**config.mk**
```make
export PLATFORM = sky130hd
export DESIGN_NAME = sram_burst_controller
export DESIGN_NICKNAME = d
export VERILOG_FILES = /design/src/rtl/sram_ctrl_pkg.sv /design/src/rtl/sram_cycle_timer.sv /design/src/rtl/sram_burst_controller.sv
export SDC_FILE = /design/constraint.sdc
export NUM_CORES = 1
export LEC_CHECK = 0
export CORE_ASPECT_RATIO = 1.2
export CORE_MARGIN = 5
export CORE_UTILIZATION = 40
export DETAILED_ROUTE_END_ITERATION = 8
export HOLD_SLACK_MARGIN = 0.05
export PLACE_DENSITY = 0.75
export SYNTH_ARGS = -nofsm -noshare
export SYNTH_HDL_FRONTEND = slang
export SYNTH_SLANG_ARGS = --single-unit
```
**constraint.sdc**
```tcl
create_clock -name clk -period 2.25 [get_ports clk]
set_input_delay 0.225 -clock clk [delete_from_list [all_inputs] [get_ports clk]]
set_output_delay 0.225 -clock clk [all_outputs]
set_load 0.01 [all_outputs]
```
**src/rtl/sram_ctrl_pkg.sv**
```systemverilog
// ---------------------------------------------------------------------------
// sram_ctrl_pkg
// Shared definitions for the asynchronous SRAM burst controller.
//   sram_state_t      controller FSM state encoding
//   CTRL_*            {ce_n, oe_n, we_n} pin encodings for each bus phase
//   clog2()           ceiling log2, used to size the beat counter
// ---------------------------------------------------------------------------
package sram_ctrl_pkg;

  typedef enum logic [2:0] {
    ST_IDLE,
    ST_RD_ACCESS,
    ST_WR_DATA,
    ST_WR_SETUP,
    ST_WR_PULSE,
    ST_WR_HOLD,
    ST_TURNAROUND
  } sram_state_t;

  // Control pin patterns, ordered {ce_n, oe_n, we_n}
  localparam logic [2:0] CTRL_IDLE        = 3'b111;
  localparam logic [2:0] CTRL_READ        = 3'b001;
  localparam logic [2:0] CTRL_WRITE_SETUP = 3'b011;
  localparam logic [2:0] CTRL_WRITE_PULSE = 3'b010;

  // Ceiling log2; clog2(16) = 4, clog2(17) = 5
  function automatic int clog2(input int value);
    int result;
    int v;
    result = 0;
    v = value - 1;
    while (v > 0) begin
      result = result + 1;
      v = v >> 1;
    end
    return result;
  endfunction

endpackage

```
**src/rtl/sram_cycle_timer.sv**
```systemverilog
// ---------------------------------------------------------------------------
// sram_cycle_timer
// Shared down-counter that times every bus phase of the SRAM controller.
// Loading N-1 on entry to a phase makes done_o rise after N cycles in it.
//   clk         clock
//   rst         synchronous active-high reset
//   load_i      load load_val_i this cycle (takes priority over counting)
//   load_val_i  cycles-minus-one for the phase being entered
//   done_o      counter has reached zero
// ---------------------------------------------------------------------------
module sram_cycle_timer (
  input  logic       clk,
  input  logic       rst,
  input  logic       load_i,
  input  logic [7:0] load_val_i,
  output logic       done_o
);

  logic [7:0] count_q;
  logic [7:0] count_d;

  // Load wins over counting so a phase can restart on the same edge it ends;
  // the counter parks at zero once expired.
  always_comb begin
    count_d = count_q;
    if (load_i) begin
      count_d = load_val_i;
    end else if (count_q != 8'd0) begin
      count_d = count_q - 8'd1;
    end
  end

  // Counter register
  always_ff @(posedge clk) begin
    if (rst) begin
      count_q <= 8'd0;
    end else begin
      count_q <= count_d;
    end
  end

  assign done_o = (count_q == 8'd0);

endmodule

```
**src/rtl/sram_burst_controller.sv**
```systemverilog
// ---------------------------------------------------------------------------
// sram_burst_controller
// Burst controller for an asynchronous single-port SRAM.
//   clk, rst                  clock, synchronous active-high reset
//   req_*                     command channel (valid/ready, we, addr, len-1)
//   wdata_*                   write beat channel with byte enables
//   rdata_valid, rdata        one-cycle read strobe and data
//   wr_done                   pulse after the last write beat of a command
//   busy                      controller not idle
//   sram_addr, sram_dq_o/oe/i address and split tristate data bus
//   sram_ce_n/oe_n/we_n/be_n  active-low SRAM controls
// All outputs are registered: output values are decoded from the next state
// and captured on the same edge as the state register.
// ---------------------------------------------------------------------------
module sram_burst_controller
  import sram_ctrl_pkg::*;
#(
  parameter int ADDR_W     = 18,
  parameter int DATA_W     = 16,
  parameter int RD_WAIT    = 11,
  parameter int WR_SETUP   = 1,
  parameter int WR_PULSE   = 5,
  parameter int TURNAROUND = 1,
  parameter int MAX_BURST  = 16,
  localparam int BE_W      = DATA_W / 8,
  localparam int LEN_W     = (MAX_BURST > 1) ? clog2(MAX_BURST) : 1
) (
  input  logic              clk,
  input  logic              rst,
  input  logic              req_valid,
  output logic              req_ready,
  input  logic              req_we,
  input  logic [ADDR_W-1:0] req_addr,
  input  logic [LEN_W-1:0]  req_len,
  input  logic              wdata_valid,
  output logic              wdata_ready,
  input  logic [DATA_W-1:0] wdata,
  input  logic [BE_W-1:0]   wdata_be,
  output logic              rdata_valid,
  output logic [DATA_W-1:0] rdata,
  output logic              wr_done,
  output logic              busy,
  output logic [ADDR_W-1:0] sram_addr,
  output logic [DATA_W-1:0] sram_dq_o,
  output logic              sram_dq_oe,
  input  logic [DATA_W-1:0] sram_dq_i,
  output logic              sram_ce_n,
  output logic              sram_oe_n,
  output logic              sram_we_n,
  output logic [BE_W-1:0]   sram_be_n
);

  // Timer reload values are cycles-minus-one
  localparam logic [7:0] RD_LOAD    = 8'(RD_WAIT - 1);
  localparam logic [7:0] SETUP_LOAD = 8'(WR_SETUP - 1);
  localparam logic [7:0] PULSE_LOAD = 8'(WR_PULSE - 1);
  localparam logic [7:0] TA_LOAD    = 8'(TURNAROUND - 1);

  sram_state_t       state_q, state_d;
  logic [ADDR_W-1:0] addr_q, addr_d;
  logic [LEN_W-1:0]  len_q, len_d;
  logic [DATA_W-1:0] wdat_q, wdat_d;
  logic [BE_W-1:0]   wbe_q, wbe_d;
  logic [DATA_W-1:0] rdata_q, rdata_d;
  logic              rdata_valid_q, rdata_valid_d;
  logic              wr_done_q, wr_done_d;
  logic              req_ready_q, req_ready_d;
  logic              wdata_ready_q, wdata_ready_d;
  logic              busy_q, busy_d;
  logic [2:0]        ctrl_q, ctrl_d;
  logic              dq_oe_q, dq_oe_d;
  logic [BE_W-1:0]   be_n_q, be_n_d;

  logic              timer_load;
  logic [7:0]        timer_val;
  logic              timer_done;

  sram_cycle_timer u_timer (
    .clk        (clk),
    .rst        (rst),
    .load_i     (timer_load),
    .load_val_i (timer_val),
    .done_o     (timer_done)
  );

  // Next-state logic. len_q holds beats remaining minus one, so zero marks
  // the final beat. Address increments wrap naturally at 2^ADDR_W.
  always_comb begin
    state_d       = state_q;
    addr_d        = addr_q;
    len_d         = len_q;
    wdat_d        = wdat_q;
    wbe_d         = wbe_q;
    rdata_d       = rdata_q;
    rdata_valid_d = 1'b0;
    wr_done_d     = 1'b0;
    timer_load    = 1'b0;
    timer_val     = 8'd0;
    case (state_q)
      ST_IDLE: begin
        if (req_valid && req_ready_q) begin
          addr_d = req_addr;
          len_d  = req_len;
          if (req_we) begin
            state_d = ST_WR_DATA;
          end else begin
            state_d    = ST_RD_ACCESS;
            timer_load = 1'b1;
            timer_val  = RD_LOAD;
          end
        end
      end
      ST_RD_ACCESS: begin
        if (timer_done) begin
          rdata_d       = sram_dq_i;
          rdata_valid_d = 1'b1;
          timer_load    = 1'b1;
          if (len_q != '0) begin
            len_d     = len_q - LEN_W'(1);
            addr_d    = addr_q + ADDR_W'(1);
            timer_val = RD_LOAD;
          end else begin
            state_d   = ST_TURNAROUND;
            timer_val = TA_LOAD;
          end
        end
      end
      ST_WR_DATA: begin
        if (wdata_valid && wdata_ready_q) begin
          wdat_d     = wdata;
          wbe_d      = wdata_be;
          state_d    = ST_WR_SETUP;
          timer_load = 1'b1;
          timer_val  = SETUP_LOAD;
        end
      end
      ST_WR_SETUP: begin
        if (timer_done) begin
          state_d    = ST_WR_PULSE;
          timer_load = 1'b1;
          timer_val  = PULSE_LOAD;
        end
      end
      ST_WR_PULSE: begin
        if (timer_done) begin
          state_d = ST_WR_HOLD;
        end
      end
      ST_WR_HOLD: begin
        // Address only moves after we_n has already risen here
        if (len_q != '0) begin
          len_d   = len_q - LEN_W'(1);
          addr_d  = addr_q + ADDR_W'(1);
          state_d = ST_WR_DATA;
        end else begin
          wr_done_d  = 1'b1;
          state_d    = ST_TURNAROUND;
          timer_load = 1'b1;
          timer_val  = TA_LOAD;
        end
      end
      ST_TURNAROUND: begin
        if (timer_done) begin
          state_d = ST_IDLE;
        end
      end
      default: begin
        state_d = ST_IDLE;
      end
    endcase
  end

  // Output decode from the next state so the registered pins line up with
  // the state they belong to. The bus is only driven in the three write
  // phases, and oe_n is only low in RD_ACCESS, so they can never overlap.
  always_comb begin
    req_ready_d   = 1'b0;
    wdata_ready_d = 1'b0;
    busy_d        = (state_d != ST_IDLE);
    ctrl_d        = CTRL_IDLE;
    dq_oe_d       = 1'b0;
    be_n_d        = '1;
    case (state_d)
      ST_IDLE: begin
        req_ready_d = 1'b1;
      end
      ST_RD_ACCESS: begin
        ctrl_d = CTRL_READ;
        be_n_d = '0;
      end
      ST_WR_DATA: begin
        wdata_ready_d = 1'b1;
      end
      ST_WR_SETUP, ST_WR_HOLD: begin
        ctrl_d  = CTRL_WRITE_SETUP;
        dq_oe_d = 1'b1;
        be_n_d  = ~wbe_d;
      end
      ST_WR_PULSE: begin
        ctrl_d  = CTRL_WRITE_PULSE;
        dq_oe_d = 1'b1;
        be_n_d  = ~wbe_d;
      end
      default: begin
        ctrl_d = CTRL_IDLE;
      end
    endcase
  end

  // State and output registers. Reset abandons any burst on the edge it is
  // seen and parks the pins idle; req_ready comes up on the first edge after.
  always_ff @(posedge clk) begin
    if (rst) begin
      state_q       <= ST_IDLE;
      addr_q        <= '0;
      len_q         <= '0;
      wdat_q        <= '0;
      wbe_q         <= '0;
      rdata_q       <= '0;
      rdata_valid_q <= 1'b0;
      wr_done_q     <= 1'b0;
      req_ready_q   <= 1'b0;
      wdata_ready_q <= 1'b0;
      busy_q        <= 1'b0;
      ctrl_q        <= CTRL_IDLE;
      dq_oe_q       <= 1'b0;
      be_n_q        <= '1;
    end else begin
      state_q       <= state_d;
      addr_q        <= addr_d;
      len_q         <= len_d;
      wdat_q        <= wdat_d;
      wbe_q         <= wbe_d;
      rdata_q       <= rdata_d;
      rdata_valid_q <= rdata_valid_d;
      wr_done_q     <= wr_done_d;
      req_ready_q   <= req_ready_d;
      wdata_ready_q <= wdata_ready_d;
      busy_q        <= busy_d;
      ctrl_q        <= ctrl_d;
      dq_oe_q       <= dq_oe_d;
      be_n_q        <= be_n_d;
    end
  end

  assign req_ready   = req_ready_q;
  assign wdata_ready = wdata_ready_q;
  assign rdata_valid = rdata_valid_q;
  assign rdata       = rdata_q;
  assign wr_done     = wr_done_q;
  assign busy        = busy_q;
  assign sram_addr   = addr_q;
  assign sram_dq_o   = wdat_q;
  assign sram_dq_oe  = dq_oe_q;
  assign sram_be_n   = be_n_q;
  assign {sram_ce_n, sram_oe_n, sram_we_n} = ctrl_q;

endmodule
```
==> impl_metrics.tcl <==
set metrics [dict create \
    cts_made_buffers 9 \
    use_met1_pct 23.4 \
    regArea_um2 1560 \
    leakage_uw 0.00180 \
    grt.busiest_layer "met2" \
    yosysWarnings 0 \
    stdcell_area_um2 5220 \
    max-slew-margin-rel_pct 47.6 \
    cts_tree "built" \
    stdcell_count 707 \
    die_area_um2 10900 \
    fillers 754 \
    clockRootBuffer "clkbuf_8" \
    cts_sinks 78 \
    gr-usage-met2_pct 32.7 \
    ant_nets 0 \
    grt_pass1_wl_um 17000 \
    placed_cell_area_um2 5000 \
    hold_path.class "in -> reg" \
    synth_edf_count 0 \
    drc 0 \
    dr.pass1.iters 4 \
    multi_input_area_um2 1870 \
    grt_overflow_total 0 \
    ys.flop_type "dfxtp_1" \
    ys_seq_area_share_pct 43.9 \
    antenna_found_initial 0 \
    irDropWorstVdd_mv 0.415 \
    synth.distinct_cells 57 \
    crit_type "reg -> reg" \
    required_ns 2.52 \
    end_kind "flop" \
    whs_path_depth 3 \
    synth_largest_area_cell "dfxtp_1" \
    worstSkewPairLatency_ns 0.35 \
    synth_top_area_share_pct 43.9 \
    synthCells 457 \
    core-area_um2 8610 \
    drt_iter0_drc 156 \
    area_delta_synth_final_pct 46.7 \
    placed_cells 691 \
    holdWs_ns 0.417 \
    timing.fmax_mhz 456 \
    fin_crit_sh_pct 97.6 \
    async_flop_share_pct 0 \
    syn_avg_cell_area_um2 7.78 \
    final_cell_mix "clkdlybuf4s50_1 (120), nand2_1 (90), dfxtp_1 (78), a21oi_1 (70), nor2_1 (27)" \
    viasPerCell 5.28 \
    worstRegToRegCells 9 \
    syn_nets 521 \
    die_w_um 96.1 \
    fin_nets 649 \
    num_vias 3732 \
    drive_gt1_share_pct 10.3 \
    cts_setup_buffers 0 \
    finalCriticalPeriod_ns 2.20 \
    status "complete, no violations" \
    ys_ff_latch 78 \
    diodes 0 \
    first_global_vias 3536 \
    grt_max_degree 41 \
    htree_num_levels 3 \
    setup_violations 0 \
    powerDensity_nw_per_um2 957 \
    slew_violations 0 \
    r2r-start "len_q[0]" \
    yosys-top-cells-area "dfxtp_1 (44%), a21oi_1 (9.9%), nand2_1 (9.5%)" \
    worstMarginPinSlew_ns 0.786 \
    hold_viol 0 \
    use_met3_pct 5.12 \
    hpwl_um 7720 \
    clk_pin_slew_ns 0.09 \
    netlist_area_um2 3560 \
    initial_core_util_pct 41.3 \
    dieHeight_um 113 \
    io_pins 122 \
    mostFrequentLayoutCell "clkdlybuf4s50_1" \
    rsz0062_at_grt "true" \
    drv_cap 0 \
    hold_start "sram_dq_i[6]" \
    start_kind "flop" \
    crit_arrival_ns 2.47 \
    crit_path_max_fanout 5 \
    place.gp.congestion 0.940 \
    clock_skew_ns 0.0137 \
    track_usage_pct 19.3 \
    routed_wl_um 10400 \
    fp-row-count 37 \
    crit_start "len_q[0]" \
    io_buffers 121 \
    clockBufferDepth 2 \
    wl_per_cell_um 14.7 \
]
-- critical path, stage by stage, from the launching register on --
cell	delay, ns
dfxtp_1	0.33
inv_1	0.10
ha_1	0.21
or3b_2	0.47
buf_4	0.17
nor4_1	0.30
a311oi_2	0.10
buf_4	0.17
nand2b_1	0.14
a21oi_1	0.15
-- per-stage QoR --
step / util, % / setup TNS (ns) / power (uW) / setup slack (ns)
floorplan: - / 0 / 3070 / 0.0734
global placement: 58.1 / 0 / 3920 / 0.102
detailed placement: 58.1 / 0 / 3960 / 0.000626
CTS: 60.3 / 0 / 4990 / 0.0528
global route: 60.6 / -0.0424 / 5340 / -0.0365
finish: 60.6 / 0 / 4990 / 0.0550
-- final timing paths --
check	end	slack, ns
setup / recovery	sram_dq_oe	0.06
hold / removal	rdata[6]	0.42
setup reg to reg	sram_dq_oe	0.06
hold reg to reg	rdata[13]	0.46
-- kinds of logic (layout without fill, tap and decap cells) --
kind of cell    after synthesis  after routing  synth area share [%]
compound gates              134            134                  22.6
xor+xnor                      4              4                 0.985
fa+ha+maj                     3              3                  1.06
buf+inv                      39            172                  4.29
flops                        78             78                  43.9
mux                           1              1                 0.282
simple gates                198            198                  26.9
-- area by class of cell --
cell class              count  share of cell area, %
repair buffers            148                   27.2
inverters                   8                  0.576
well taps                 117                   2.81
multi-input cells         340                   35.8
clock buffers              10                   2.64
clock inverters             6                   1.01
flip-flops and latches     78                   29.9
-- routing by layer --
metal | up-vias | routed length (um)
met4 | 0 | 84
li1 | 1872 | -
met3 | 6 | 944
met2 | 165 | 5040
met1 | 1689 | 4350
met5 | - | 0
-- state kept, by name, indices dropped and copies added, names as in the netlist, 2 cells and up --
| name | flops |
|---|---|
| wbe_q | 2 |
| len_q | 4 |
| state_q | 3 |
| rdata | 16 |
| sram_dq_o | 16 |
| sram_addr | 18 |
| sram_be_n | 2 |
| ctrl_q | 3 |
| u_timer.count_q | 8 |
-- report_power, final --
| group | switching, uW | leakage (uW) | internal (uW) |
|---|---|---|---|
| sequential | 223 | 0.000633 | 1610 |
| clock | 554 | 0.0000918 | 450 |
| combinational | 1100 | 0.00107 | 1050 |
-- synthesized netlist by cell type, drive strengths merged (2+ instances only) --
| master | count |
|---|---|
| o31ai | 3 |
| inv | 8 |
| a311oi | 3 |
| o21ai | 23 |
| a21oi | 70 |
| nand2 | 90 |
| and2 | 3 |
| buf | 6 |
| xnor2 | 2 |
| nand2b | 8 |
| or4b | 2 |
| ha | 3 |
| a221oi | 2 |
| or2 | 4 |
| or4 | 4 |
| a211oi | 9 |
| o22ai | 2 |
| nor2 | 27 |
| or3 | 5 |
| xor2 | 2 |
| o211ai | 4 |
| a22o | 3 |
| dfxtp | 78 |
| nand3 | 10 |
| nor3 | 20 |
| nor2b | 2 |
| nor4 | 8 |
| nand4 | 4 |
| a31oi | 3 |
| nor3b | 4 |
| o21a | 3 |
| clkbuf | 25 |
-- repair_timing --
item | 4_1_cts | 5_1_grt
pin swaps | 0 | 1
hold buffers | 0 | 0
hold endpoints to repair | 0 | 0
endpoints found under the setup margin | 3 | 15
gates resized for setup | 1 | 6
No activity file was read; power rests on OpenSTA's default activity.
